File: config.mk
export PLATFORM = sky130hd
export DESIGN_NAME = multimode_ff_reg
export DESIGN_NICKNAME = d
export VERILOG_FILES = /design/src/rtl/mff_pkg.sv /design/src/rtl/mff_tcell.sv /design/src/rtl/multimode_ff_reg.sv
export SDC_FILE = /design/constraint.sdc
export NUM_CORES = 1
export LEC_CHECK = 0
export BUFFER_PORTS_ARGS = -buffer_cell sky130_fd_sc_hd__clkbuf_2
export CAP_MARGIN = 15
export CELL_PAD_IN_SITES_DETAIL_PLACEMENT = 0
export CELL_PAD_IN_SITES_GLOBAL_PLACEMENT = 1
export CORE_MARGIN = 3
export CORE_UTILIZATION = 25
export DETAILED_ROUTE_END_ITERATION = 12
export PLACE_DENSITY = 0.53
export SYNTH_ARGS = -nofsm -noshare
export SYNTH_HDL_FRONTEND = slang
export SYNTH_SLANG_ARGS = --single-unit
File: constraint.sdc
create_clock -name CLK -period 1.8 [get_ports CLK]
set_input_delay 0.36 -clock CLK [delete_from_list [all_inputs] [get_ports CLK]]
set_output_delay 0.36 -clock CLK [all_outputs]
set_load 0.02 [all_outputs]
File: src/rtl/mff_pkg.sv
// Package for the multimode flip-flop register.
// Holds the two-bit mode encodings shared by the register and its bench.
package mff_pkg;

    typedef enum logic [1:0] {
        MFF_MODE_HOLD   = 2'b00,
        MFF_MODE_LOAD   = 2'b01,
        MFF_MODE_TOGGLE = 2'b10,
        MFF_MODE_SHIFT  = 2'b11
    } mff_mode_e;

endpackage

File: src/rtl/mff_tcell.sv
// Single-bit T flip-flop with asynchronous active-low reset.
// Ports:
//   clk   - clock, rising edge
//   rst_n - asynchronous active-low reset; q takes RESET_VAL
//   t     - toggle request; q inverts on the edge when t=1
//   q     - stored bit
module mff_tcell #(
    parameter logic RESET_VAL = 1'b0
) (
    input  logic clk,
    input  logic rst_n,
    input  logic t,
    output logic q
);

    always_ff @(posedge clk or negedge rst_n) begin
        if (!rst_n) begin
            q <= RESET_VAL;
        end else begin
            q <= q ^ t;
        end
    end

endmodule

File: src/rtl/multimode_ff_reg.sv
// WIDTH-bit register built from T flip-flops, with runtime-selected HOLD, LOAD,
// TOGGLE (masked) or SHIFT behaviour. Every mode is expressed as a per-bit
// toggle vector t so that Q_next = Q ^ t.
// Ports:
//   CLK     - clock, rising edge
//   reset   - asynchronous active-low reset (Q=RESET_VAL, changed=0)
//   en      - clock enable; 0 forces HOLD
//   mode    - 00 HOLD, 01 LOAD, 10 TOGGLE, 11 SHIFT
//   D       - load data (LOAD) or toggle mask (TOGGLE)
//   ser_in  - serial input entering bit 0 in SHIFT
//   Q       - register contents
//   ser_out - Q[WIDTH-1]
//   changed - 1 for the cycle after an edge that altered Q
//   par     - even parity of Q, registered (only with MFF_PARITY_EN defined)
// Configuration macro: MFF_PARITY_EN adds the par output and its register.
module multimode_ff_reg
    import mff_pkg::*;
#(
    parameter int unsigned         WIDTH     = 8,
    parameter logic [WIDTH-1:0]    RESET_VAL = '0
) (
    input  logic             CLK,
    input  logic             reset,
    input  logic             en,
    input  logic [1:0]       mode,
    input  logic [WIDTH-1:0] D,
    input  logic             ser_in,
    output logic [WIDTH-1:0] Q,
    output logic             ser_out,
    output logic             changed
`ifdef MFF_PARITY_EN
    ,
    output logic             par
`endif
);

    logic [WIDTH-1:0] t;
    logic             changed_q;

    always_comb begin
        t = '0;
        if (en) begin
            case (mode)
                MFF_MODE_HOLD:   t = '0;
                MFF_MODE_LOAD:   t = Q ^ D;
                MFF_MODE_TOGGLE: t = D;
                MFF_MODE_SHIFT:  t = Q ^ {Q[WIDTH-2:0], ser_in};
                default:         t = '0;
            endcase
        end
    end

    for (genvar i = 0; i < WIDTH; i++) begin : g_cell
        mff_tcell #(
            .RESET_VAL (RESET_VAL[i])
        ) u_cell (
            .clk   (CLK),
            .rst_n (reset),
            .t     (t[i]),
            .q     (Q[i])
        );
    end

    always_ff @(posedge CLK or negedge reset) begin
        if (!reset) begin
            changed_q <= 1'b0;
        end else begin
            changed_q <= |t;
        end
    end

    assign changed = changed_q;
    assign ser_out = Q[WIDTH-1];

`ifdef MFF_PARITY_EN
    logic par_q;

    // Registered from the next-state value so par lines up with Q.
    always_ff @(posedge CLK or negedge reset) begin
        if (!reset) begin
            par_q <= ^RESET_VAL;
        end else begin
            par_q <= ^(Q ^ t);
        end
    end

    assign par = par_q;
`endif

endmodule

==> results.cfg <==
[cells_and_area]
final_core_util = 0.303
layout-drive-gt1-share = 0.395
fillCellCount = 309
fin_nets = 101
syn2layout_area_growth_pct = 12.6
n_antenna_cell = 0
multi_input_area_um2 = 434
seqCellArea_um2 = 225

[clock_tree]
cts_buffer_depth = 2
path_clk_slew_ns = 0.07
clkSinkCount = 9
cts_tree = yes
htree_levels = 1
cts-root-buf = clkbuf_4
cts_inserted_buffers = 3
clk_latency_ns = 0.27
postCtsSetupRepairBufs = 0

[sta]
tightest_slew_ns = 0.337
slew_headroom = 0.775
setup_viol = 0
drv_slew = 0
final-hold-violation-count = 0
fin_crit_ns = 1.38
max_freq_ghz = 0.723
rsz0062_at_grt = no
fin_crit_sh = 0.769
fin_skew_ns = 0.00449
finalSetupTns_ns = 0

[synthesis]
yosys_warnings = 0
synth_compound_area_frac = 0.124
synth_mux_area_frac = 0.0133
yosysTopAreaCellShare = 0.299
synthXorXnorAreaFrac = 0.255
yosys-top-cells-area = dfrtp_1 (30%), xnor2_1 (19%), buf_4 (9.0%)
yosys.area_share.simple = 0.182
synthDistinctLibCells = 23
synth_top_family_by_area = XOR/XNOR gates
synth_adder_area_share = 0
ys_seq_elements = 9
netlist_instances = 70
synth.net_count = 84
avgSynthCellArea_um2 = 10.8
syn_area_um2 = 754
synth_area_leader_cell = dfrtp_1
yosysSeqAreaShare = 0.299

[grt]
first_global_vias = 575
antenna_found_initial = 0
grt_pass1_wl_um = 2640
grt_max_degree = 13
globalRouteTotalUtil = 0.101
grt-ovfl-total = 0

[worst_setup_path]
crit_path_end = changed
timing.rr.start = g_cell[6].u_cell.q
r2r_cells = 4
crit_type = register to register
critPathMaxStageDelay_ns = 0.46
critPathMaxFanout = 5
start_kind = register
cp_data_required_time_ns = 1.92
r2r_end = changed
slowest_stage = dfrtp_1
cp_cell_sequence = xnor2_1 > o221ai_2 > nor4_1 > nand4_1
cp-end-kind = register
arrival_ns = 1.51
rrSetupSlack_ns = 0.42
cp-startpoint = g_cell[6].u_cell.q

[outcome]
status = finished clean

[job]
maxCapViolations = 0

[drt]
vias_per_cell = 4.78
drt-pass1-iter-count = 5
wl_um = 1650
route.detailed.drc = 0
wire_per_inst_um = 14.1
drtIter0Drc = 9
drtAntennaViolNets = 0
num_vias = 559

[pwr]
p_leak_nw = 0.346
peakVddDrop_uv = 335
pwr_density_cell_nw_per_um2 = 1620

[die]
fp-row-count = 19
core_area_um2 = 2810
io_pins = 24
die_height_um = 60.9
dieArea_um2 = 3710
start_util = 0.269
die_w_um = 60.9

[worst_hold_path]
min_path_type = primary input to asynchronous set/reset pin

[placed_design]
portBuffers = 23
gp_congestion = 0.701
## synth_stat cells
cell / n
nor3b_1: 1
clkbuf_2: 1
o221ai_1: 4
buf_4: 9
xor2_1: 6
buf_6: 2
nand3b_2: 1
o221ai_2: 2
nand2_2: 1
nand4b_1: 7
mux2i_1: 1
nand2_1: 1
o221a_2: 1
dfrtp_1: 9
nand3_2: 1
o31ai_2: 1
nand4_1: 1
xnor2_1: 16
a21oi_1: 1
and4b_4: 1
nor2_1: 1
or2b_1: 1
nor4_1: 1
## power breakdown
part           total (mW)  switching [mW]  internal [mW]
sequential          0.499           0.191          0.308
clock               0.163          0.0770         0.0857
combinational       0.715           0.368          0.346
## worst min path at each step
stage / from / to / depth (start not counted)
final: reset / g_cell[3].u_cell.q / 2
after global routing: reset / g_cell[3].u_cell.q / 2
after CTS: reset / g_cell[5].u_cell.q / 2
after detailed placement: reset / g_cell[5].u_cell.q / 1
after global placement: reset / g_cell[5].u_cell.q / 1
after floorplan: reset / changed / 0
## critical path, delay by kind of cell, from the launching register on
family	cells	cell delay (ns)
XOR/XNOR	1	0.22
flip-flops	1	0.46
AO/OA/AOI/OAI	1	0.14
AND/OR/NAND/NOR	2	0.43
## through the flow
| step | power, mW | hold WS, ns | setup WS [ns] | cells | instance area (um2) |
|---|---|---|---|---|---|
| after global placement | 1.23 | 0.237 | 0.260 | 112 | 813 |
| final | 1.38 | 0.486 | 0.417 | 117 | 850 |
| after CTS | 1.40 | 0.481 | 0.431 | 117 | 850 |
| after detailed placement | 1.23 | 0.234 | 0.213 | 112 | 813 |
| after floorplan | 1.15 | 0.0644 | 0.462 | 70 | 754 |
| after global routing | 1.48 | 0.517 | 0.275 | 117 | 850 |
## layout make-up
class                   count  area share
clock buffers               4      0.0309
multi-input cells          49       0.511
repair buffers             24       0.147
flip-flops and latches      9       0.265
well taps                  31      0.0457
## placed cells by master, fill, tap and decap left out, drive strengths merged, types with 2 or more instances in the layout
master  synthesis  routed
clkbuf          1      27
xnor2          16      16
dfrtp           9       9
nand4b          7       7
xor2            6       6
o221ai          6       6
nand2           2       2
## metal layers
metal	vias to the layer above	part of all wire	track usage
met3	2	0.061	0.0234
met5	-	0	0
li1	282	-	-
met4	0	0.015	0.0743
met1	254	0.50	0.132
met2	21	0.42	0.145
## registers in the layout, summed over array words and instances, names as in the netlist
register         flops
g_cell.u_cell.q      8
changed              1
## timing repair
action | in CTS | in global routing
gates resized for setup | 0 | 0
endpoints found under the hold margin | 9 | 0
hold buffers | 1 | 0
endpoints found under the setup margin | 0 | 0
## cells by family after synthesis
| kind of cell | Yosys count |
|---|---|
| buf+inv | 12 |
| simple gates | 17 |
| xor+xnor | 22 |
| compound gates | 9 |
| mux | 1 |
| flops | 9 |
(Power assumes the default switching activity.)
